File: src/rtl/cc1200_spi_arbiter.sv
// cc1200_spi_arbiter: two-requester CC1200 single-register SPI master.
// Arbitrates req0/req1, then runs one CS_n-framed transaction per grant:
// CHIP_RDYn wait, header, optional extended-address byte, data byte.
// Optional build macro CC1200_ARB_FIXED_PRIO_EN: requester 0 always wins a
// simultaneous request (round-robin when undefined).
module cc1200_spi_arbiter #(
  parameter int CLK_DIV  = 4,
  parameter int RDY_TO   = 1023,
  parameter int CS_SETUP = 2
) (
  input  logic        clk,
  input  logic        rstn,
  input  logic [1:0]  req_valid,
  output logic [1:0]  req_ready,
  input  logic [1:0]  req_rw,
  input  logic [31:0] req_addr,
  input  logic [15:0] req_wdata,
  output logic        rsp_valid,
  output logic        rsp_id,
  output logic [7:0]  rsp_status,
  output logic [7:0]  rsp_rdata,
  output logic        rsp_timeout,
  output logic        busy,
  output logic        SCLK,
  output logic        MOSI,
  input  logic        MISO,
  output logic        CS_n
);

  typedef enum logic [2:0] {
    S_IDLE, S_GRANT, S_CS_LO, S_WAIT_RDY, S_SHIFT, S_CS_HOLD, S_DONE, S_GAP
  } state_t;

  localparam logic [15:0] DIV_LAST   = 16'(CLK_DIV - 1);
  localparam logic [15:0] RDY_LAST   = 16'(RDY_TO - 1);
  localparam logic [15:0] SETUP_LAST = 16'(CS_SETUP - 1);

  state_t      r_state;
  logic        r_gnt;
  logic [1:0]  r_req_ready;
  logic        r_ext;
  logic [23:0] r_tx;
  logic [23:0] r_rx;
  logic [15:0] r_cnt;
  logic [4:0]  r_bit;
  logic        r_cs_n;
  logic        r_sclk;
  logic        r_mosi;
  logic        r_busy;
  logic        r_rsp_valid;
  logic        r_rsp_id;
  logic [7:0]  r_rsp_status;
  logic [7:0]  r_rsp_rdata;
  logic        r_rsp_timeout;
  logic        r_miso_s1;
  logic        r_miso_s2;
`ifndef CC1200_ARB_FIXED_PRIO_EN
  logic        r_last_grant;
`endif

  logic        w_pick;
  logic        w_rw;
  logic [15:0] w_addr;
  logic [7:0]  w_wdata;
  logic        w_ext;
  logic [7:0]  w_hdr;
  logic [7:0]  w_data;
  logic [23:0] w_tx;

  // Arbitration choice for the next grant (0 = req0, 1 = req1)
  always_comb begin
`ifdef CC1200_ARB_FIXED_PRIO_EN
    w_pick = ~req_valid[0];
`else
    if (&req_valid) w_pick = ~r_last_grant;
    else            w_pick = ~req_valid[0];
`endif
  end

  // Byte stream of the granted request, MSB-first and left-aligned
  always_comb begin
    w_rw    = r_gnt ? req_rw[1]         : req_rw[0];
    w_addr  = r_gnt ? req_addr[31:16]   : req_addr[15:0];
    w_wdata = r_gnt ? req_wdata[15:8]   : req_wdata[7:0];
    w_ext   = (w_addr[15:8] == 8'h2F);
    w_hdr   = {w_rw, 1'b0, (w_ext ? 6'h2F : w_addr[5:0])};
    w_data  = w_rw ? 8'h00 : w_wdata;
    w_tx    = w_ext ? {w_hdr, w_addr[7:0], w_data} : {w_hdr, w_data, 8'h00};
  end

  // Two-flop synchroniser for MISO (idles high)
  always_ff @(posedge clk or negedge rstn) begin
    if (!rstn) begin
      r_miso_s1 <= 1'b1;
      r_miso_s2 <= 1'b1;
    end else begin
      r_miso_s1 <= MISO;
      r_miso_s2 <= r_miso_s1;
    end
  end

  // Transaction FSM with registered pin and handshake outputs
  always_ff @(posedge clk or negedge rstn) begin
    if (!rstn) begin
      r_state       <= S_IDLE;
      r_gnt         <= 1'b0;
      r_req_ready   <= '0;
      r_ext         <= 1'b0;
      r_tx          <= '0;
      r_rx          <= '0;
      r_cnt         <= '0;
      r_bit         <= '0;
      r_cs_n        <= 1'b1;
      r_sclk        <= 1'b0;
      r_mosi        <= 1'b0;
      r_busy        <= 1'b0;
      r_rsp_valid   <= 1'b0;
      r_rsp_id      <= 1'b0;
      r_rsp_status  <= '0;
      r_rsp_rdata   <= '0;
      r_rsp_timeout <= 1'b0;
`ifndef CC1200_ARB_FIXED_PRIO_EN
      r_last_grant  <= 1'b1;
`endif
    end else begin
      case (r_state)
        S_IDLE: begin
          if (|req_valid) begin
            r_gnt       <= w_pick;
            r_req_ready <= w_pick ? 2'b10 : 2'b01;
            r_state     <= S_GRANT;
          end
        end
        S_GRANT: begin
          r_req_ready  <= '0;
`ifndef CC1200_ARB_FIXED_PRIO_EN
          r_last_grant <= r_gnt;
`endif
          r_ext        <= w_ext;
          r_tx         <= w_tx;
          r_rx         <= '0;
          r_busy       <= 1'b1;
          r_cs_n       <= 1'b0;
          r_cnt        <= '0;
          r_state      <= S_CS_LO;
        end
        S_CS_LO: begin
          if (r_cnt == SETUP_LAST) begin
            r_cnt   <= '0;
            r_state <= S_WAIT_RDY;
          end else begin
            r_cnt <= r_cnt + 16'd1;
          end
        end
        S_WAIT_RDY: begin
          if (!r_miso_s2) begin
            r_mosi  <= r_tx[23];
            r_tx    <= {r_tx[22:0], 1'b0};
            r_cnt   <= '0;
            r_bit   <= '0;
            r_state <= S_SHIFT;
          end else if (r_cnt == RDY_LAST) begin
            r_cs_n        <= 1'b1;
            r_rsp_valid   <= 1'b1;
            r_rsp_id      <= r_gnt;
            r_rsp_status  <= '0;
            r_rsp_rdata   <= '0;
            r_rsp_timeout <= 1'b1;
            r_state       <= S_DONE;
          end else begin
            r_cnt <= r_cnt + 16'd1;
          end
        end
        S_SHIFT: begin
          if (r_cnt == DIV_LAST) begin
            r_cnt <= '0;
            if (!r_sclk) begin
              r_sclk <= 1'b1;
              r_rx   <= {r_rx[22:0], r_miso_s2};
            end else begin
              r_sclk <= 1'b0;
              // Next MOSI bit is launched on the falling edge, i.e. a half-period ahead of its rising edge
              if (r_bit == (r_ext ? 5'd23 : 5'd15)) begin
                r_state <= S_CS_HOLD;
              end else begin
                r_bit  <= r_bit + 5'd1;
                r_mosi <= r_tx[23];
                r_tx   <= {r_tx[22:0], 1'b0};
              end
            end
          end else begin
            r_cnt <= r_cnt + 16'd1;
          end
        end
        S_CS_HOLD: begin
          if (r_cnt == DIV_LAST) begin
            r_cs_n        <= 1'b1;
            r_mosi        <= 1'b0;
            r_rsp_valid   <= 1'b1;
            r_rsp_id      <= r_gnt;
            r_rsp_status  <= r_ext ? r_rx[23:16] : r_rx[15:8];
            r_rsp_rdata   <= r_rx[7:0];
            r_rsp_timeout <= 1'b0;
            r_state       <= S_DONE;
          end else begin
            r_cnt <= r_cnt + 16'd1;
          end
        end
        S_DONE: begin
          r_rsp_valid <= 1'b0;
          r_cnt       <= '0;
          r_state     <= S_GAP;
        end
        S_GAP: begin
          if (r_cnt == DIV_LAST) begin
            r_busy  <= 1'b0;
            r_state <= S_IDLE;
          end else begin
            r_cnt <= r_cnt + 16'd1;
          end
        end
        default: r_state <= S_IDLE;
      endcase
    end
  end

  assign req_ready   = r_req_ready;
  assign rsp_valid   = r_rsp_valid;
  assign rsp_id      = r_rsp_id;
  assign rsp_status  = r_rsp_status;
  assign rsp_rdata   = r_rsp_rdata;
  assign rsp_timeout = r_rsp_timeout;
  assign busy        = r_busy;
  assign SCLK        = r_sclk;
  assign MOSI        = r_mosi;
  assign CS_n        = r_cs_n;

endmodule
File: config.mk
export PLATFORM = sky130hd
export DESIGN_NAME = cc1200_spi_arbiter
export DESIGN_NICKNAME = d
export VERILOG_FILES = /design/src/rtl/cc1200_spi_arbiter.sv
export SDC_FILE = /design/constraint.sdc
export NUM_CORES = 1
export LEC_CHECK = 0
export ABC_CLOCK_PERIOD_IN_PS = 2100
export BUFFER_PORTS_ARGS = -buffer_cell sky130_fd_sc_hd__buf_2
export CAP_MARGIN = 40
export CORE_ASPECT_RATIO = 1.4
export CORE_MARGIN = 2
export CORE_UTILIZATION = 51
export DETAILED_ROUTE_END_ITERATION = 16
export GPL_TIMING_DRIVEN = 0
export PLACE_DENSITY = 0.83
export SYNTH_ARGS = -nofsm -noshare
export SYNTH_HDL_FRONTEND = slang
export SYNTH_SLANG_ARGS = --single-unit
File: constraint.sdc
create_clock -name clk -period 2.1 [get_ports clk]
set_input_delay 0.315 -clock clk [delete_from_list [all_inputs] [get_ports clk]]
set_output_delay 0.315 -clock clk [all_outputs]
set_load 0.02 [all_outputs]
# Word level (Yosys, flattened, before mapping)
# Index checks and enable logic that the tools add are counted.
word_totals:
  register_bits: 102
  latch_bits: 0
  mem_bits_rw: 0
  romBits: 0
  out_inout_bits: 25
  elab_cells: 144
  mem_count: 0
op_classes:
  addsub: 2
  n_mul: 0
  div_mod_pow: 0
  n_lt_le_gt_ge: 0
  n_eq_ne: 27
  n_shift: 0
  mux: 65
  bitwise: 2
  n_reduce_logical: 28
op_table:
  columns: ["cell", "count"]
  rows:
  - ["$mux W24", 6]
  - ["$mux W16", 7]
  - ["$pmux W16 S5", 1]
  - ["$pmux W24 S3", 1]
  - ["$mux W8", 7]
  - ["$pmux W24 S2", 1]
  - ["$pmux W8 S2", 2]
  - ["$mux W3", 9]
  - ["$ne A2 B2 Y1 const B", 13]
  - ["$mux W5", 5]
  - ["$pmux W3 S8", 1]
  - ["$add A16 B1 Y16 const B", 1]
  - ["$eq A16 B1 Y1 const B", 1]
  - ["$eq A16 B10 Y1 const B", 1]
  - ["$eq A16 B2 Y1 const B", 1]
  - ["$mux W1", 14]
  - ["$eq A3 B3 Y1 const B", 4]
  - ["$reduce_and A4 Y1", 3]
  - ["$reduce_bool A3 Y1", 4]
  - ["$pmux W5 S2", 1]
  - ["$reduce_and A2 Y1", 5]
  - ["$reduce_and A5 Y1", 2]
  - ["$reduce_bool A2 Y1", 5]
  - ["$pmux W1 S3", 3]
  - ["17 further kinds", 26]

# Depth between registers and ports, before layout
logic_depth:
  word_depth: 6
  mapped_depth: 9

# Worst setup path after synthesis
# Ideal clock, no wire load.
synth_timing:
  kind: "reg2reg"
  start: "register r_bit[4]"
  end: "register r_state[2]"
  setup_time_ns: 0.125
  arrival_ns: 1.936
  required_time_ns: 1.975
  slack_ns: 0.039
  stages_incl_launch_ff: 7
  n_path_buf: 0
  cell_sequence: "dfrtp_1 or3b_2 a21oi_1 a21oi_1 a211oi_1 nor2b_1 mux2_2"
synth_via:
  elab_chain_len: 3
synth_lines:
  columns: ["item", "line", "text"]
  rows:
  - ["start: declaration", "45", "logic [4:0] r_bit;"]
  - ["start signal: assignment", "186", "r_bit <= r_bit + 5'd1;"]
  - ["$eq A5 B5 Y1", "183", "if (r_bit == (r_ext ? 5'd23 : 5'd15)) begin"]
  - ["$ne A2 B2 Y1 (no source line)", null, null]
  - ["$reduce_and A8 Y1 (no source line)", null, null]
  - ["end signal: assignment", "184", "r_state <= S_CS_HOLD;"]
  - ["end signal: assignment", "204", "r_state <= S_DONE;"]
  - ["end signal: assignment", "212", "r_state <= S_GAP;"]
  - ["end: declaration", "38", "state_t r_state;"]
# No other way between the ends.
# A chain may end at the register's enable or synchronous reset.

# Final worst setup path
layout_timing:
  start: "register r_cnt[6]"
  end: "register r_tx[1]"
layout_via:
  elab_chain_len: 3
layout_lines:
  columns: ["item", "line", "text"]
  rows:
  - ["start: declaration", "44", "logic [15:0] r_cnt;"]
  - ["start signal: assignment", "152", "r_cnt <= r_cnt + 16'd1;"]
  - ["start signal: assignment", "171", "r_cnt <= r_cnt + 16'd1;"]
  - ["start signal: assignment", "192", "r_cnt <= r_cnt + 16'd1;"]
  - ["$eq A16 B2 Y1", "175", "if (r_cnt == DIV_LAST) begin"]
  - ["$ne A2 B2 Y1 (no source line)", null, null]
  - ["$reduce_and A5 Y1 (no source line)", null, null]
  - ["end signal: assignment", "140", "r_tx <= w_tx;"]
  - ["end signal: assignment", "158", "r_tx <= {r_tx[22:0], 1'b0};"]
  - ["end signal: assignment", "188", "r_tx <= {r_tx[22:0], 1'b0};"]
  - ["end: declaration", "42", "logic [23:0] r_tx;"]
# No other way between the ends.

==> flow_summary.json <==
{
  "grt_pass1_vias": 4776,
  "hold_viol": 0,
  "n_antenna_cell": 0,
  "maxSlewHeadroom_pct": 52.6,
  "r2r_start": "r_cnt[6]$_DFFE_PN0P_",
  "dp.cells": 761,
  "synth_fp_nets": 605,
  "worstRegToRegCells": 9,
  "p_int_mw": 5.13,
  "critPathTopFamily": "simple AND/OR/NAND/NOR gates",
  "crit_end": "r_tx[1]$_DFFE_PN0P_",
  "grt_setup_unrepaired": "true",
  "async_flop_share_pct": 100,
  "core.rowCount": 43,
  "htree_levels": 3,
  "placed_area_mm2": 0.00575,
  "slew_viol_final": 0,
  "cp.depth": 9,
  "design_area_mm2": 0.00719,
  "dr_total_vias": 5121,
  "irDropWorstVdd_uv": 764,
  "r2r-end": "r_tx[1]$_DFFE_PN0P_",
  "first_pass_iters": 5,
  "crit_fanout": 10,
  "clkTransAtPathRegs_ps": 70,
  "worst_pin_slew_ps": 705,
  "num-nets-final": 738,
  "arrival_ps": 2560,
  "ant_nets": 0,
  "port_buffers": 79,
  "post-route-min-period_ps": 2270,
  "wl_mm": 16.5,
  "ys_ff_latch": 102,
  "utilization_pct": 72.6,
  "criticalPathCategory": "register to register",
  "die_height_um": 123,
  "powerDensity_mw_per_mm2": 1200,
  "cts_made_buffers": 9,
  "cts_max_path_buffers": 2,
  "antenna_found_initial": 0,
  "grt_overflow_total": 0,
  "combPwrFrac_pct": 48.1,
  "cp_num_buf_inv": 3,
  "core_area_mm2": 0.00990,
  "die_area_mm2": 0.0109,
  "clkPwrFrac_pct": 20.0,
  "vias_per_cell": 6.25,
  "power_frac_seq_pct": 31.8,
  "track_usage_pct": 27.0,
  "grt_pass1_wl_mm": 22.7,
  "critPathLaunchType": "register",
  "power.switching_mw": 3.53,
  "synth_edf_count": 0,
  "worstSetupEndpointType": "register",
  "yosysSeqAreaShare_pct": 49.6,
  "pin_count": 80,
  "yosys.area.top_type": "dfrtp_1",
  "synthFlopType": "dfrtp_1",
  "setup_viol": 81,
  "critPathMaxStageDelay_ps": 440,
  "cpMostUsedCell": "nor2_1",
  "drive_gt1_share_pct": 42.3,
  "post-dp-hpwl_mm": 9.31,
  "n_fill_cell": 672,
  "crit_required_ps": 2380,
  "cpMaxStageDelayCell": "dfrtp_2",
  "timing.final.crit_share_pct": 108,
  "gp_congestion": 0.864,
  "r2r_slack_ps": -170,
  "synth_area_leaders": "dfrtp_1 48%, nand2_1 6.4%, mux2i_1 4.8%",
  "setup_ws_ps": -175,
  "yosys_warnings": 0,
  "path_cells": "nor4_4 > nand4_4 > nor4b_4 > buf_4 > a22o_1 > buf_6 > buf_8 > nor2_1 > nor2_1",
  "cts_tree": "done",
  "area_delta_synth_final_pct": 39.3,
  "die_width_um": 89.0,
  "hold_class": "primary input to register",
  "synth_area_per_cell_um2": 9.45,
  "finalNonFillerCells": 819,
  "fmax_mhz": 440,
  "synth_cells": 546,
  "start_util_pct": 52.1,
  "grt_max_degree": 66,
  "violations": "setup timing",
  "status": "complete, but fails checks",
  "syn_area_mm2": 0.00516,
  "power_leakage_nw": 3.31,
  "cts_sinks": 102,
  "total_power_mw": 8.66,
  "cts_root_buf": "clkbuf_16",
  "synth_top_area_share_pct": 47.5,
  "wire_per_inst_um": 20.1,
  "startpoint": "r_cnt[6]$_DFFE_PN0P_",
  "drt_iter0_drc": 444,
  "drc": 0,
  "holdWs_ps": 62.6,
  "skew_ps": 12.0,
  "maxCapViolCount": 0,
  "swShare_pct": 40.7,
  "ys_types": 57,
  "clk_latency_ps": 360
}
## state kept, by name, indices dropped and copies added, names as in the netlist, 2 cells and up
register and cells:
rsp_status 8, r_tx 24, r_cnt 16, r_state 3, r_bit 5, r_rx 24
req_ready 2, rsp_rdata 8
## synth_stat cells, types with 3 or more instances
cell type and count:
dfrtp_1 98, nand2_1 88, nor2_1 50, nand3_1 32, a21oi_1 29, mux2i_1 25
o21ai_0 23, nor3_1 22, a22o_1 21, clkbuf_1 18, o21ai_1 17, a221oi_1 14
and3_1 9, inv_1 9, buf_2 8, nor2b_1 7, a31oi_1 4, buf_6 4
dfstp_2 4, ha_1 4, nand4_1 4, a211oi_1 3, and2_1 3, and4_1 3
mux2_2 3, nand2b_1 3, o31ai_1 3
## kinds of logic after synthesis
| kind of cell | count (synthesis) | synth area share, % |
|---|---|---|
| adder cells (fa/ha/maj) | 4 | 0.970 |
| buffers and inverters | 42 | 3.90 |
| multiplexers | 28 | 5.50 |
| AO/OA/AOI/OAI | 131 | 17.1 |
| AND/OR/NAND/NOR | 239 | 23.0 |
| flip-flops | 102 | 49.6 |
## worst min path at each step
stage | endpoint | slack (ps) | cells past startpoint | from
CTS | r_miso_s1$_DFF_PN1_ | 60 | 1 | MISO
global placement | r_miso_s2$_DFF_PN1_ | 350 | 0 | r_miso_s1$_DFF_PN1_
global route | r_miso_s1$_DFF_PN1_ | 60 | 1 | MISO
finish | r_miso_s1$_DFF_PN1_ | 60 | 1 | MISO
detailed placement | r_tx[5]$_DFFE_PN0P_ | 330 | 1 | rstn
floorplan | MOSI$_DFFE_PN0P_ | 20 | 0 | rstn
## power groups by stage
stage                     clock network [mW]  logic (mW)  registers, mW
after floorplan                            0        1.94           2.71
after global placement                     0        2.64           2.67
after detailed placement                   0        2.72           2.70
after CTS                               1.74        3.23           2.70
after global routing                    1.82        4.42           2.79
final                                   1.74        4.17           2.76
## worst register-to-register path: cells and delay by family, from the launching register on
kind / cells / cell delay [ps]
AO/OA/AOI/OAI: 1 / 140
buffers and inverters: 3 / 500
flip-flops: 1 / 440
AND/OR/NAND/NOR: 5 / 1120
## through the flow
stage | setup slack [ps] | TNS (ps)
global route | -246 | -11530
floorplan | 39.4 | 0
global placement | -369 | -44570
finish | -175 | -6900
detailed placement | -460 | -18720
CTS | -86.7 | -1480
## routing by layer
metal  vias up  share of wire, %  GRT usage [%]  routed length, µm
met5         -                 0              0                  0
met4         0               4.4           13.4                721
met3        70               5.9           5.67                978
met2       285                52           45.5               8570
met1      2521                38           32.3               6200
li1       2245                 -              -                  -
## cells in the final DEF (no fill, tap or decap), drive strengths merged, types with 2 or more instances in the layout
cell	Yosys	routed
a211oi	3	3
a21oi	29	29
a221oi	14	14
a22o	21	21
a31oi	4	4
a32o	2	2
a32oi	2	2
a41oi	2	2
and2	3	4
and3	9	9
and4	3	3
buf	14	133
clkbuf	18	31
clkinv	1	3
clkinvlp	0	2
dfrtp	98	98
dfstp	4	4
ha	4	4
inv	9	8
mux2	3	3
mux2i	25	25
nand2	88	88
nand2b	3	3
nand3	33	33
nand3b	2	2
nand4	6	6
nand4b	2	2
nor2	50	50
nor2b	7	7
nor3	22	22
nor4	4	4
nor4b	2	2
o21a	2	2
o21ai	40	40
o31ai	3	3
or3b	2	2
## cell type report
class / count / area [µm²] / share of cell area (%)
well taps: 135 / 169 / 2.35
multi-input cells: 403 / 2990 / 41.6
inverters: 10 / 42.5 / 0.592
repair buffers: 123 / 856 / 11.9
clock inverters: 4 / 55.1 / 0.766
flip-flops and latches: 102 / 2560 / 35.6
plain buffers: 30 / 254 / 3.53
clock buffers: 12 / 256 / 3.57
## repair_timing
action / 4_1_cts / 5_1_grt
setup endpoints to repair: 83 / 86
hold buffers: 1 / 0
setup buffers: 22 / 13
resized for setup: 70 / 144
pin swaps: 13 / 74
hold endpoints to repair: 36 / 0
cloned: 3 / 5
Note: power is estimated with default switching activity, not from simulation.
